`src/rtl/serial_adder_if.sv`:
```
// Operand/result bundle of the serial adder.
// The requester drives start and the operands. The adder returns busy,
// the done pulse and the held result.

interface serial_adder_if #(
  parameter int WIDTH = 8
);

  logic             start;
  logic [WIDTH-1:0] a;
  logic [WIDTH-1:0] b;
  logic             cin;
  logic             busy;
  logic             done;
  logic [WIDTH-1:0] sum;
  logic             cout;

  modport master (
    output start, a, b, cin,
    input  busy, done, sum, cout
  );

  modport slave (
    input  start, a, b, cin,
    output busy, done, sum, cout
  );

endinterface

```
`src/rtl/full_adder_using_half_adder.sv`:
```
// One-bit full adder cell built from two half adders.
// The serial adder pushes one operand bit pair plus the running carry
// through this cell on every RUN cycle.

module half_adder (
  input  logic A,
  input  logic B,
  output logic sum,
  output logic carry
);

  // Sum is the XOR of the inputs, and carry is their AND.
  always_comb begin
    sum   = A ^ B;
    carry = A & B;
  end

endmodule

module full_adder_using_half_adder (
  input  logic A,
  input  logic B,
  input  logic Cin,
  output logic sum,
  output logic cout
);

  logic w_partSum;
  logic w_partCarry;
  logic w_finalCarry;

  half_adder uFirstHalf (
    .A     (A),
    .B     (B),
    .sum   (w_partSum),
    .carry (w_partCarry)
  );

  half_adder uSecondHalf (
    .A     (w_partSum),
    .B     (Cin),
    .sum   (sum),
    .carry (w_finalCarry)
  );

  // A carry out of either half adder is a carry out of the whole cell.
  always_comb begin
    cout = w_partCarry | w_finalCarry;
  end

endmodule

```
`src/rtl/serial_adder.sv`:
```
// Bit-serial WIDTH-bit adder. The operands are captured on start and then
// added LSB first, one bit per clock, through a single full adder cell with
// a registered carry. The parallel sum and carry-out are published together
// with a one-cycle done pulse.

module serial_adder #(
  parameter int WIDTH = 8
) (
  input  logic           clk,
  input  logic           rst,
  serial_adder_if.slave  bus
);

  localparam int CW = $clog2(WIDTH + 1);

  localparam logic [1:0] IDLE = 2'd0;
  localparam logic [1:0] RUN  = 2'd1;
  localparam logic [1:0] DONE = 2'd2;

  localparam logic [CW-1:0] LAST_BIT = CW'(WIDTH - 1);

  logic [1:0]       r_state;
  logic [1:0]       w_nextState;
  logic [WIDTH-1:0] r_aSr;
  logic [WIDTH-1:0] r_bSr;
  logic [WIDTH-1:0] r_sumSr;
  logic             r_carry;
  logic [CW-1:0]    r_count;
  logic [WIDTH-1:0] r_sum;
  logic             r_cout;
  logic             w_faSum;
  logic             w_faCout;
  logic [WIDTH-1:0] w_sumNext;
  logic             w_lastBit;

  full_adder_using_half_adder uBitAdder (
    .A    (r_aSr[0]),
    .B    (r_bSr[0]),
    .Cin  (r_carry),
    .sum  (w_faSum),
    .cout (w_faCout)
  );

  // The new sum bit enters at the MSB. After WIDTH shifts, bit 0 of the
  // result has reached the LSB. The shift also covers WIDTH == 1.
  always_comb begin
    w_sumNext = WIDTH'({w_faSum, r_sumSr} >> 1);
    w_lastBit = (r_count == LAST_BIT);
  end

  // State register. Reset is asynchronous so an operation in flight is
  // dropped at once.
  always_ff @(posedge clk or posedge rst) begin
    if (rst) begin
      r_state <= IDLE;
    end else begin
      r_state <= w_nextState;
    end
  end

  // Next-state logic. Start only matters in IDLE, and DONE always lasts
  // exactly one cycle.
  always_comb begin
    w_nextState = r_state;
    case (r_state)
      IDLE:    if (bus.start) w_nextState = RUN;
      RUN:     if (w_lastBit) w_nextState = DONE;
      DONE:    w_nextState = IDLE;
      default: w_nextState = IDLE;
    endcase
  end

  // Status and result outputs. busy and done are decoded directly from the
  // state register. sum and cout come from the held result registers.
  always_comb begin
    bus.busy = (r_state == RUN);
    bus.done = (r_state == DONE);
    bus.sum  = r_sum;
    bus.cout = r_cout;
  end

  // Datapath. Operands are loaded on an accepted start and shifted during
  // RUN. The result registers change only on the edge that finishes the
  // last bit, so the previous result stays visible for the whole operation.
  always_ff @(posedge clk or posedge rst) begin
    if (rst) begin
      r_aSr   <= '0;
      r_bSr   <= '0;
      r_sumSr <= '0;
      r_carry <= 1'b0;
      r_count <= '0;
      r_sum   <= '0;
      r_cout  <= 1'b0;
    end else begin
      case (r_state)
        IDLE: begin
          if (bus.start) begin
            r_aSr   <= bus.a;
            r_bSr   <= bus.b;
            r_carry <= bus.cin;
            r_count <= '0;
            r_sumSr <= '0;
          end
        end
        RUN: begin
          r_sumSr <= w_sumNext;
          r_carry <= w_faCout;
          r_aSr   <= r_aSr >> 1;
          r_bSr   <= r_bSr >> 1;
          r_count <= r_count + 1'b1;
          if (w_lastBit) begin
            r_sum  <= w_sumNext;
            r_cout <= w_faCout;
          end
        end
        default: begin
        end
      endcase
    end
  end

endmodule

```
`src/flat_wrapper.sv`:
```
// flat-port wrapper written by rule: the top's interface ports become plain ports
module serial_adder_flat 
#(
  parameter int WIDTH = 8
)
  (clk, rst, bus_start, bus_a, bus_b, bus_cin, bus_busy, bus_done, bus_sum, bus_cout);
  serial_adder_if #(.WIDTH(WIDTH)) bus_i ();
  input  logic clk;
  input  logic rst;
  input wire logic [$bits(bus_i.start)-1:0] bus_start;
  input wire logic [$bits(bus_i.a)-1:0] bus_a;
  input wire logic [$bits(bus_i.b)-1:0] bus_b;
  input wire logic [$bits(bus_i.cin)-1:0] bus_cin;
  output wire logic [$bits(bus_i.busy)-1:0] bus_busy;
  output wire logic [$bits(bus_i.done)-1:0] bus_done;
  output wire logic [$bits(bus_i.sum)-1:0] bus_sum;
  output wire logic [$bits(bus_i.cout)-1:0] bus_cout;
  assign bus_i.start = bus_start;
  assign bus_i.a = bus_a;
  assign bus_i.b = bus_b;
  assign bus_i.cin = bus_cin;
  assign bus_busy = bus_i.busy;
  assign bus_done = bus_i.done;
  assign bus_sum = bus_i.sum;
  assign bus_cout = bus_i.cout;
  serial_adder #(.WIDTH(WIDTH)) u_core (.clk(clk), .rst(rst), .bus(bus_i));
endmodule
```
`config.mk`:
```
export PLATFORM = sky130hd
export DESIGN_NAME = serial_adder_flat
export DESIGN_NICKNAME = d
export VERILOG_FILES = /design/src/rtl/serial_adder_if.sv /design/src/rtl/full_adder_using_half_adder.sv /design/src/rtl/serial_adder.sv /design/src/flat_wrapper.sv
export SDC_FILE = /design/constraint.sdc
export NUM_CORES = 1
export LEC_CHECK = 0
export CORE_ASPECT_RATIO = 1.1
export CORE_MARGIN = 2
export CORE_UTILIZATION = 61
export CTS_CLUSTER_DIAMETER = 100
export DETAILED_ROUTE_END_ITERATION = 16
export DONT_BUFFER_PORTS = 1
export PLACE_DENSITY = 0.81
export RECOVER_POWER = 50
export SYNTH_ARGS = -nofsm -noshare
export SYNTH_HDL_FRONTEND = slang
export SYNTH_SLANG_ARGS = --single-unit
```
`constraint.sdc`:
```
create_clock -name clk -period 1.72 [get_ports clk]
set_clock_uncertainty 0.1 [all_clocks]
set_input_delay 0.344 -clock clk [delete_from_list [all_inputs] [get_ports clk]]
set_output_delay 0.344 -clock clk [all_outputs]
set_load 0.02 [all_outputs]
```
== After elaboration in Yosys (flattened, before gate mapping) ==
Cells that the tools add are included.

* Register bits after elaboration: 40
* Input bits: 20
* Logic and storage cells: 37
* Output and inout port bits: 11

* Eq/ne operators: 5
* Reductions and logical operators: 5
* $add $sub $neg: 1
* Mux-type cells: 13
* Bitwise gates (word level): 5

{| class="wikitable"
|+ Operators by type and width
! kind !! number
|-
| $pmux 8 s2 || 3
|-
| $mux 8 || 3
|-
| $pmux 4 s2 || 1
|-
| $reduce_and 2->1 || 3
|-
| $add 4x1->4 const B || 1
|-
| $eq 4x3->1 const B || 1
|-
| $mux 2 || 2
|-
| $mux 4 || 1
|-
| $pmux 2 s2 || 1
|-
| $and 1x1->1 || 2
|-
| $eq 2x1->1 const B || 1
|-
| $eq 2x2->1 const B || 1
|-
| $logic_not 2->1 || 1
|-
| $ne 2x1->1 const B || 1
|-
| $ne 2x2->1 const B || 1
|-
| $pmux 1 s2 || 1
|-
| $reduce_bool 2->1 || 1
|-
| $xor 1x1->1 || 2
|-
| $mux 1 || 1
|-
| $or 1x1->1 || 1
|}

== Longest topological paths before layout ==
* Depth after elaboration: 4
* Mapped depth: 5
* Depth with buffers taken out: 3

== By module ==
Synthesis repeated with hierarchy kept, for this count alone.

* Cell total of the unflattened synthesis: 153
* Area total of the unflattened synthesis: 1722.9 µm²

{| class="wikitable"
|+ Modules (own cells, without submodules)
! module !! sequential area each (µm²) !! instances !! area each (µm²) !! cells an instance
|-
| serial_adder || 975.9 || 1 || 1691.6 || 150
|-
| half_adder || 0.0 || 2 || 12.5 || 1
|-
| full_adder_using_half_adder || 0.0 || 1 || 6.3 || 1
|}

== Worst setup path after synthesis ==
Ideal clock, no wire load.

* Path kind: flip-flop to output port
* Start point: register u_core.r_state[1]
* End point: output bus_done
* Cell stages (with the launch flop): 4
* Data required time: 1276 ps
* Arrival time: 1204 ps
* Path buffers: 2
* Slack: 72 ps
* Path through: dfrtp_1 -> buf_2 -> buf_1 -> nor2b_1

* Cells in the longest elaborated chain, start to end: 1

{| class="wikitable"
|+ RTL lines
! what !! RTL line !! source
|-
| start, declared || serial_adder.sv:22 || <nowiki>logic [1:0] r_state;</nowiki>
|-
| start signal, assigned || serial_adder.sv:57 || <nowiki>r_state <= w_nextState;</nowiki>
|-
| $eq 2x2->1 || serial_adder.sv:77 || <nowiki>bus.done = (r_state == DONE);</nowiki>
|-
| end, declared || flat_wrapper.sv:15 || <nowiki>output wire logic [$bits(bus_i.done)-1:0] bus_done;</nowiki>
|}

Every way passes these cells.

== Final worst setup path ==
* Start point: register u_core.r_state[0]
* End point: output bus_done

The elaborated chain is that of the path after synthesis.

==> run_summary.xml <==
<?xml version="1.0" encoding="UTF-8"?>
<metrics>
  <group name="yosys">
    <metric name="synth.lib_cells_used.distinct" unit="">26</metric>
    <metric name="synth.top_cell.area_share" unit="%">54.2</metric>
    <metric name="sequential_to_total_area_share_from_yosys_stat" unit="%">54.2</metric>
    <metric name="synth.top_cells.by_count" unit="">dfrtp_1 (39), nor2b_1 (19), a21oi_1 (18)</metric>
    <metric name="post_synth.cell_area_avg" unit="µm²">11.7</metric>
    <metric name="synthCells" unit="">154</metric>
    <metric name="synth-edff-count" unit="">0</metric>
    <metric name="synth_fp_nets" unit="">176</metric>
    <metric name="syn-cell-area" unit="mm²">0.00180</metric>
    <metric name="synth-async-reset-ratio" unit="%">100</metric>
    <metric name="main_area_contributors_after_synthesis" unit="">dfrtp_1 (54%), mux2_4 (7.5%), nor2b_1 (6.6%), a22oi_1 (6.3%), a21oi_1 (5.0%)</metric>
    <metric name="top_cell_type_by_total_area_after_synthesis" unit="">dfrtp_1</metric>
    <metric name="post-synth-top-count-cell" unit="">dfrtp_1</metric>
    <metric name="postSynth.topFlopCell" unit="">dfrtp_1</metric>
    <metric name="yosys_warnings" unit="">0</metric>
    <metric name="yosys_reg_bits" unit="">39</metric>
  </group>
  <group name="worst_setup_path">
    <metric name="setup.worst_path.end_class" unit="">output port</metric>
    <metric name="timing.critical_path.from_type" unit="">register</metric>
    <metric name="slowest_stage_cell_cp" unit="">dfrtp_1</metric>
    <metric name="cp_cell_sequence" unit="">buf_6, nor2b_1, buf_4</metric>
    <metric name="worstSetupPathType" unit="">reg2out</metric>
    <metric name="arrival" unit="ps">1220</metric>
    <metric name="critical_path_required" unit="ps">1280</metric>
    <metric name="max_stage_delay" unit="ps">420</metric>
    <metric name="path_max_fanout" unit="">21</metric>
  </group>
  <group name="global_route">
    <metric name="first_global_vias" unit="">1286</metric>
    <metric name="grt_pass1_wl" unit="µm">5830</metric>
    <metric name="antenna_found_initial" unit="">0</metric>
    <metric name="global_routing_usage_summed_across_all_routing_layers" unit="%">22.5</metric>
    <metric name="grt_start_max_net_pins" unit="">27</metric>
    <metric name="gr_ovfl_total" unit="">0</metric>
  </group>
  <group name="sta">
    <metric name="finalHoldViolCount" unit="">0</metric>
    <metric name="drv_slew" unit="">0</metric>
    <metric name="period_minus_slack" unit="ps">1670</metric>
    <metric name="worst_slew_margin_rel" unit="%">37.1</metric>
    <metric name="worst_slack" unit="ps">54.6</metric>
    <metric name="report.final.setup_viol" unit="">0</metric>
    <metric name="tightest_slew" unit="ps">944</metric>
    <metric name="share_of_the_cycle_needed_by_the_critical_path_after_routing" unit="%">96.8</metric>
    <metric name="unrepaired_setup_endpoints_after_global_routing" unit="">true</metric>
    <metric name="max_clock_freq" unit="MHz">600</metric>
  </group>
  <group name="final_layout">
    <metric name="antenna-diode-count" unit="">0</metric>
    <metric name="nets" unit="">181</metric>
    <metric name="fillCellCount" unit="">210</metric>
    <metric name="share_of_layout_cells_above_drive_strength_1" unit="%">16.9</metric>
    <metric name="area_delta_synth_final" unit="%">5.90</metric>
  </group>
  <group name="cts">
    <metric name="cts_num_sinks" unit="">39</metric>
    <metric name="clk-insertion-delay-late" unit="ps">340</metric>
    <metric name="clk_transition_reported_paths" unit="ps">120</metric>
    <metric name="root_buffer" unit="">clkbuf_4</metric>
    <metric name="tritoncts" unit="">built</metric>
    <metric name="cts_bufs_inserted" unit="">5</metric>
    <metric name="cts_post_setup_buffers_inserted" unit="">0</metric>
    <metric name="cts_max_path_buffers" unit="">2</metric>
    <metric name="cts-htree-levels" unit="">2</metric>
  </group>
  <group name="floorplan">
    <metric name="fp.dieArea" unit="mm²">0.00341</metric>
    <metric name="fp.coreArea" unit="mm²">0.00280</metric>
    <metric name="die-width" unit="µm">55.8</metric>
    <metric name="design.portCount" unit="">31</metric>
    <metric name="die_height" unit="µm">61</metric>
    <metric name="initial_core_utilization" unit="%">64.3</metric>
    <metric name="num_rows" unit="">20</metric>
  </group>
  <group name="hold_path">
    <metric name="min_path_type" unit="">in2reg</metric>
  </group>
  <group name="power">
    <metric name="finalPower" unit="mW">3.05</metric>
    <metric name="p_per_area" unit="mW/mm²">1600</metric>
    <metric name="p_leak" unit="nW">0.857</metric>
    <metric name="vdd.ir_drop.worst" unit="V">0.00104</metric>
  </group>
  <group name="routing">
    <metric name="drt_first_pass_iters" unit="">5</metric>
    <metric name="viasPerCell" unit="">6.23</metric>
    <metric name="drt_wl_total" unit="µm">3430</metric>
    <metric name="post_route_antenna_net_violation_count" unit="">0</metric>
    <metric name="routed-via-count" unit="">1203</metric>
    <metric name="count_of_routing_violations_after_the_opening_detailed_route_iteration" unit="">44</metric>
    <metric name="post_detailed_route_drc_marker_count" unit="">0</metric>
    <metric name="post_drt_wl_per_cell" unit="µm">17.7</metric>
  </group>
  <group name="outcome">
    <metric name="run_status" unit="">completed</metric>
  </group>
  <group name="run">
    <metric name="maxCapViolCount" unit="">0</metric>
  </group>
  <group name="place">
    <metric name="buffer_ports.inserted" unit="">0</metric>
    <metric name="place_ws" unit="ps">165</metric>
    <metric name="globalplace.congestion" unit="">0.750</metric>
    <metric name="place.detailed.hpwl" unit="µm">2300</metric>
  </group>
</metrics>
[worst max-delay path: cells and delay by family, from the launching register on]
family / cells / cell delay [ps]
buf+inv: 2 / 330
flops: 1 / 420
simple gates: 1 / 140
[state kept, by name, summed over array words and instances, names as in the netlist]
name	cells
u_core.bus.cout	1
u_core.r_sumSr	7
u_core.r_state	2
u_core.r_carry	1
u_core.bus.sum	8
u_core.r_bSr	8
u_core.r_aSr	8
u_core.r_count	4
[path summary, 6_finish.rpt]
path | startpoint | endpoint | slack, ps | cells past startpoint
max in group asynchronous | rst | u_core.r_sumSr[4] | 200 | 3
min reg2reg | u_core.r_aSr[7] | u_core.r_aSr[7] | 420 | 2
max reg2reg | u_core.r_state[0] | u_core.r_count[3] | 160 | 3
min in group asynchronous | rst | u_core.r_count[2] | 450 | 3
min | bus_b[3] | u_core.r_bSr[3] | 90 | 2
max | u_core.r_state[0] | bus_done | 50 | 3
[kinds of logic after synthesis]
| group | synth area share (%) |
|---|---|
| buffers and inverters | 4.65 |
| muxes | 8.75 |
| adders and majority gates | 1.81 |
| AOI/OAI and AO/OA | 21.7 |
| DFF | 54.2 |
| and+or+nand+nor | 8.96 |
[layout make-up]
cell class	instances	area [µm²]	share of cell area, %
Sequential cell	39	976	51.1
Multi-Input combinational cell	101	742	38.9
Timing Repair Buffer	10	91.3	4.79
Clock buffer	7	45.0	2.36
Tap cell	33	41.3	2.16
Inverter	2	7.51	0.393
Clock inverter	1	5.00	0.262
[timing repair]
action | 4_1_cts | 5_1_grt
endpoints found under the setup margin | 0 | 2
gates resized for setup | 0 | 3
endpoints found under the hold margin | 39 | 0
hold buffers | 1 | 0
[through the flow]
step	TNS [ps]	util, %	instances	hold WS [ps]	cell area (µm²)
after floorplan	0	-	154	365	1800
after global placement	0	65.9	184	190	1850
after detailed placement	0	65.9	184	190	1850
after CTS	0	68.0	193	89.3	1910
after global routing	-37.9	68.1	193	92.7	1910
final	0	68.1	193	89.1	1910
[cells in the final DEF, fill, tap and decap left out, drive strengths merged, types with 2 or more instances in the layout]
| cell type | synthesis | routed |
|---|---|---|
| a22o | 9 | 9 |
| o21ai | 17 | 17 |
| buf | 7 | 7 |
| a22oi | 15 | 15 |
| nor2b | 20 | 20 |
| inv | 2 | 2 |
| nand2 | 2 | 2 |
| dfrtp | 39 | 39 |
| clkbuf | 5 | 8 |
| a21oi | 18 | 18 |
| mux2 | 11 | 11 |
[where the power goes]
part	total, mW	internal [mW]	leakage [nW]	switching, mW
clock network	0.439	0.159	0.0293	0.280
registers	1.61	1.24	0.509	0.371
logic	1.00	0.539	0.319	0.463
total	3.05	1.94	0.857	1.11
[routing by layer]
layer,track usage [%],wire length (µm),vias up
li1,-,-,571
met1,26.3,1490,594
met2,41.7,1760,36
met3,6.61,155,2
met4,5.44,22,0
met5,0,0,-
(Power assumes the default switching activity.)
